### src/rtl/pipelined_cla_adder_pkg.sv
// Shared types and geometry helpers for the pipelined carry-lookahead adder.
// The width/block split is checked at elaboration.
package pipelined_cla_adder_pkg;

  typedef struct packed {
    logic p;
    logic g;
  } grp_pg_t;

  function automatic int unsigned calc_ngrp(input int unsigned width, input int unsigned block);
    return width / block;
  endfunction

  function automatic bit geometry_ok(input int unsigned width, input int unsigned block);
    return (block != 0) && (width >= block) && ((width % block) == 0);
  endfunction

endpackage

### src/rtl/pipelined_cla_adder_cla.sv
// Combinational BLOCK-bit carry-lookahead group: every internal carry is a
// flat sum of generate/propagate products, with no ripple chain.
module cla_block
  import pipelined_cla_adder_pkg::*;
#(
  parameter int unsigned BLOCK = 4
) (
  input  logic [BLOCK-1:0] a,
  input  logic [BLOCK-1:0] b,
  input  logic             cin,
  output logic [BLOCK-1:0] sum,
  output logic             cout,
  output grp_pg_t          pg,
  output logic             cmsb
);

  logic [BLOCK-1:0] p;
  logic [BLOCK-1:0] g;
  logic [BLOCK:0]   c;
  logic             t;
  logic             gg;

  always_comb begin
    p  = a ^ b;
    g  = a & b;
    t  = 1'b0;
    gg = 1'b0;
    // c[i] = cin&p[0..i-1] | OR_j ( g[j] & p[j+1..i-1] )
    for (int unsigned i = 0; i <= BLOCK; i++) begin
      c[i] = cin;
      for (int unsigned j = 0; j < i; j++) c[i] = c[i] & p[j];
      for (int unsigned j = 0; j < i; j++) begin
        t = g[j];
        for (int unsigned m = j + 1; m < i; m++) t = t & p[m];
        c[i] = c[i] | t;
      end
    end
    for (int unsigned j = 0; j < BLOCK; j++) begin
      t = g[j];
      for (int unsigned m = j + 1; m < BLOCK; m++) t = t & p[m];
      gg = gg | t;
    end
  end

  assign sum  = p ^ c[BLOCK-1:0];
  assign cout = c[BLOCK];
  assign cmsb = c[BLOCK-1];
  assign pg.p = &p;
  assign pg.g = gg;

endmodule

### src/rtl/pipelined_cla_adder.sv
// Pipelined CLA adder: one BLOCK-bit group resolved per stage, carry handed
// stage to stage through registers, global-stall valid/ready handshake.
module pipelined_cla_adder
  import pipelined_cla_adder_pkg::*;
#(
  parameter int unsigned WIDTH = 16,
  parameter int unsigned BLOCK = 4
) (
  input  logic             clk,
  input  logic             rst,
  input  logic             in_valid,
  output logic             in_ready,
  input  logic [WIDTH-1:0] a,
  input  logic [WIDTH-1:0] b,
  input  logic             Cin,
  output logic             out_valid,
  input  logic             out_ready,
  output logic [WIDTH-1:0] sum,
  output logic             cout,
  output logic             overflow
);

  localparam int unsigned NGRP = calc_ngrp(WIDTH, BLOCK);

  if (!geometry_ok(WIDTH, BLOCK)) begin : g_bad_geometry
    $error("pipelined_cla_adder: WIDTH must be a non-zero multiple of BLOCK");
  end

  logic [WIDTH-1:0] a_q   [NGRP];
  logic [WIDTH-1:0] b_q   [NGRP];
  logic [WIDTH-1:0] s_q   [NGRP];
  logic             c_q   [NGRP];
  logic             v_q   [NGRP];
  logic             cmsb_q;

  logic [WIDTH-1:0] a_nxt [NGRP];
  logic [WIDTH-1:0] b_nxt [NGRP];
  logic [WIDTH-1:0] s_nxt [NGRP];
  logic             v_nxt [NGRP];

  logic [BLOCK-1:0] ga    [NGRP];
  logic [BLOCK-1:0] gb    [NGRP];
  logic [BLOCK-1:0] gs    [NGRP];
  logic             gcin  [NGRP];
  logic             gcout [NGRP];
  logic             gcmsb [NGRP];
  grp_pg_t          gpg   [NGRP];

  logic             advance;

  assign advance  = !v_q[NGRP-1] || out_ready;
  assign in_ready = advance;

  for (genvar k = 0; k < NGRP; k++) begin : g_stage
    if (k == 0) begin : g_head
      assign ga[k]    = a[BLOCK-1:0];
      assign gb[k]    = b[BLOCK-1:0];
      assign gcin[k]  = Cin;
      assign v_nxt[k] = in_valid;
      assign a_nxt[k] = (a >> BLOCK) << BLOCK;
      assign b_nxt[k] = (b >> BLOCK) << BLOCK;
      assign s_nxt[k] = WIDTH'(gs[k]);
    end else begin : g_tail
      assign ga[k]    = a_q[k-1][k*BLOCK +: BLOCK];
      assign gb[k]    = b_q[k-1][k*BLOCK +: BLOCK];
      assign gcin[k]  = c_q[k-1];
      assign v_nxt[k] = v_q[k-1];
      // operand bits already consumed are cleared so only pending groups travel on
      assign a_nxt[k] = (a_q[k-1] >> ((k + 1) * BLOCK)) << ((k + 1) * BLOCK);
      assign b_nxt[k] = (b_q[k-1] >> ((k + 1) * BLOCK)) << ((k + 1) * BLOCK);
      assign s_nxt[k] = s_q[k-1] | (WIDTH'(gs[k]) << (k * BLOCK));
    end

    cla_block #(.BLOCK(BLOCK)) u_cla (
      .a    (ga[k]),
      .b    (gb[k]),
      .cin  (gcin[k]),
      .sum  (gs[k]),
      .cout (gcout[k]),
      .pg   (gpg[k]),
      .cmsb (gcmsb[k])
    );

    // group P/G must agree with the block's own carry-out
    always_comb assert (gcout[k] == (gpg[k].g | (gpg[k].p & gcin[k])));
  end

  always_ff @(posedge clk) begin
    if (rst) begin
      for (int unsigned k = 0; k < NGRP; k++) begin
        a_q[k] <= '0;
        b_q[k] <= '0;
        s_q[k] <= '0;
        c_q[k] <= 1'b0;
        v_q[k] <= 1'b0;
      end
      cmsb_q <= 1'b0;
    end else if (advance) begin
      for (int unsigned k = 0; k < NGRP; k++) begin
        a_q[k] <= a_nxt[k];
        b_q[k] <= b_nxt[k];
        s_q[k] <= s_nxt[k];
        c_q[k] <= gcout[k];
        v_q[k] <= v_nxt[k];
      end
      cmsb_q <= gcmsb[NGRP-1];
    end
  end

  assign out_valid = v_q[NGRP-1];
  assign sum       = s_q[NGRP-1];
  assign cout      = c_q[NGRP-1];
  assign overflow  = cmsb_q ^ c_q[NGRP-1];

endmodule

### config.mk
export PLATFORM = sky130hd
export DESIGN_NAME = pipelined_cla_adder
export DESIGN_NICKNAME = d
export VERILOG_FILES = /design/src/rtl/pipelined_cla_adder_pkg.sv /design/src/rtl/pipelined_cla_adder_cla.sv /design/src/rtl/pipelined_cla_adder.sv
export SDC_FILE = /design/constraint.sdc
export NUM_CORES = 1
export LEC_CHECK = 0
export ABC_AREA = 1
export CAP_MARGIN = 20
export CORE_MARGIN = 2
export CORE_UTILIZATION = 49
export DETAILED_ROUTE_END_ITERATION = 6
export GPL_ROUTABILITY_DRIVEN = 0
export PLACE_DENSITY = 0.75
export SLEW_MARGIN = 25
export SYNTH_ARGS = -nofsm -noshare
export SYNTH_HDL_FRONTEND = slang
export SYNTH_SLANG_ARGS = --single-unit
### constraint.sdc
create_clock -name clk -period 4.9 [get_ports clk]
set_input_delay 1.47 -clock clk [delete_from_list [all_inputs] [get_ports clk]]
set_output_delay 1.47 -clock clk [all_outputs]
set_load 0.05 [all_outputs]
==> key figures <==
Status
  • Outcome: completed

Synthesis
  • Post-Synth XOR/XNOR Area: under 10%
  • Cell with the most instances after synthesis: edfxtp_1
  • Area of the mapped netlist: between 4000 and 5000 µm²
  • Syn avg cell area: approximately 12 µm²
  • Yosys top cell area share: 67.23%
  • Main combinational cell family by area after synthesis: simple AND/OR/NAND/NOR gates
  • Post-synthesis sequential area ratio: 67.70%
  • Synth Flop Type: edfxtp_1
  • Post-synth EDFFs: 96
  • Syn. warnings: 0
  • Mux share of post-synthesis cell area: 0%
  • Synth cell count leaders: edfxtp_1, inv_1, nor2_1
  • Biggest area consumer among synthesized cells: edfxtp_1
  • Simple-Gate Fraction of Synth Area: about an eighth
  • Synth Area in Compound Gates: approximately 2%
  • FFs w/ async S/R, synth: 0%
  • #FFs+latches synth: 97
  • Synth Area in Adders: under 10%
  • Syn_nets: around 430
  • Cells after synthesis: 372
  • Cells taking the most area after synthesis: edfxtp_1, inv_1, nor2_1
  • Yosys cell types: 17

Critical path
  • Max incr delay on CP: 0.80 ns
  • CP Data Required Time: roughly 3.4 ns
  • CP Max Fanout: 2
  • CP max stage cell: clkdlybuf4s50_1
  • Crit-path most repeated cell: clkdlybuf4s50_1
  • Cells along the critical path: clkdlybuf4s50_1 > inv_2 > nand2_4 > clkdlybuf4s50_1
  • Nature of the critical path startpoint: input pin
  • WP data arrival: 2.88 ns
  • Crit path capture type: primary output
  • Critical path class: in -> out

CTS
  • Maximum clock path buffer count: 2
  • Clock-pin slew on the worst setup and hold paths: approximately 0.10 ns
  • Worst-Skew Late Latency: 0.35 ns
  • Post-CTS resize count: 0
  • TritonCTS Sinks: between 90 and 100
  • Clock root buffer: clkbuf_8
  • H-tree depth: 3
  • Setup Fix Bufs, Post-CTS: 0
  • CTS Buf Count: 9
  • CTS tree: done
  • Hold_buf cts: 0

Drt
  • Via/cell ratio: ~4.4
  • Pre-antenna DRT Iters: 4
  • DRC viols: 0
  • Post-route antenna net violation count: 0
  • Starting DRC count in detailed routing: ~140
  • Via Count: approximately 2400
  • Average wire per standard cell: ~11 µm
  • Routed wire length: 5.753 mm

STA
  • RSZ-0062 raised after global routing: false
  • Setup violators final: 0
  • Final Critical Period: 4.349 ns
  • Slew headroom: around three fifths
  • Pins Over Slew Limit: 0
  • Hold Vio Cnt, Final: 0
  • Setup TNS: 0 ns
  • Fmax: about 230 MHz
  • Fin Hold WS: roughly 0.48 ns
  • Layout Skew: ~0.010 ns
  • Final Cycle Share: about nine tenths
  • Slew @ Worst Pin: around 0.59 ns

Hold path
  • HP Class: reg -> reg

Die
  • Die width: between 90 and 100 µm
  • Starting density of the core: around 50%
  • Die footprint: 9515 µm²
  • Core area: 8593 µm²
  • Die height: 97.55 µm
  • I/O Pins: 57
  • Num rows: 34

Finish
  • # diodes: 0
  • Area grow syn2layout: 20.22%
  • Core Util, Final: between 50 and 60%
  • # nets final: slightly below 500
  • Layout cells sized above 1: roughly 5%
  • Cell Count, Final, Fillers Out: 545

Flow run
  • Max cap viols: 0

GRT
  • Vias in the first global route: 2447
  • Initial antenna violation count: 0
  • Global-route wire length before repair: around 10 mm
  • Global route overflow: 0
  • Tot GR Track Use: between 10% and 20%
  • Largest net degree at the start of global routing: 98

Power and ir drop
  • Power per standard cell area: 325.4 nW/µm²
  • Static leakage: approximately 2.3 nW
  • Max VDD drop: approximately 0.00014 V

Placed design
  • Inst Count DP: between 500 and 600
  • IO Port Bufs: between 50 and 60
  • Detailed Place HPWL: approximately 3.7 mm
[worst max-delay path, delay by kind of cell]
kind          cells  cell delay, ns
simple gates      1            0.07
buf+inv           3            1.33
[report_power, final]
part	internal [mW]	switching, mW
sequential	0.970	0.0177
clock	0.238	0.266
combinational	0.0793	0.106
total	1.29	0.390
[layer usage]
metal	track usage (%)	part of all wire [%]	vias up
met5	0	0	-
met4	5.342	1.2	0
met1	14.34	43	1064
met2	23.98	52	50
met3	2.950	3.7	6
li1	-	-	1286
[kinds of logic (layout without fill, tap and decap cells)]
group	Yosys count	after routing
compound gates	17	17
fa+ha+maj	24	24
buf+inv	105	170
xor+xnor	5	5
simple gates	124	124
flops	97	97
[worst paths after layout]
check / start / to / slack (ns) / cells after the start
max: out_ready / in_ready / 0.55 / 4
min: cmsb_q / cmsb_q / 0.48 / 2
max reg2reg: v_q[3] / s_q[1][5] / 3.12 / 4
min reg2reg: cmsb_q / cmsb_q / 0.48 / 2
[area by class of cell]
cell class	count	area (µm²)
tap	108	135.1
timing repair buffer	58	588.1
sequential	97	2903
inverter	96	360.3
fill	705	3438
clock inverter	6	67.56
clock buffer	10	127.6
multi-input combinational	170	973.4
[metrics by stage]
| step | area, µm² | worst slack (ns) | total power, mW |
|---|---|---|---|
| 2_1_floorplan | 4288 | 0.05532 | 1.128 |
| 3_3_place_gp | 4960 | 0.5688 | 1.186 |
| 3_5_place_dp | 4960 | 0.5442 | 1.195 |
| 4_1_cts | 5155 | 0.5401 | 1.699 |
| 5_1_grt | 5155 | 0.5218 | 1.755 |
| 6_report | 5155 | 0.5513 | 1.678 |
[cell usage in the layout (no fill, tap or decap), types with 4 or more instances in the layout]
master           instances
fa_1                     4
clkdlybuf4s50_1         56
nand3_1                  8
edfxtp_1                96
nand2_1                 17
a21oi_1                  8
xnor2_1                  4
nor2_1                  92
clkbuf_8                 9
inv_1                   93
o21ai_0                  9
nand4_1                  4
ha_1                    20
[state kept, by name (all words and copies together) (netlist names)]
| name | flops |
|---|---|
| a_q | 24 |
| b_q | 24 |
| c_q | 4 |
| cmsb_q | 1 |
| s_q | 40 |
| v_q | 4 |
Note: power is estimated with default switching activity, not from simulation.
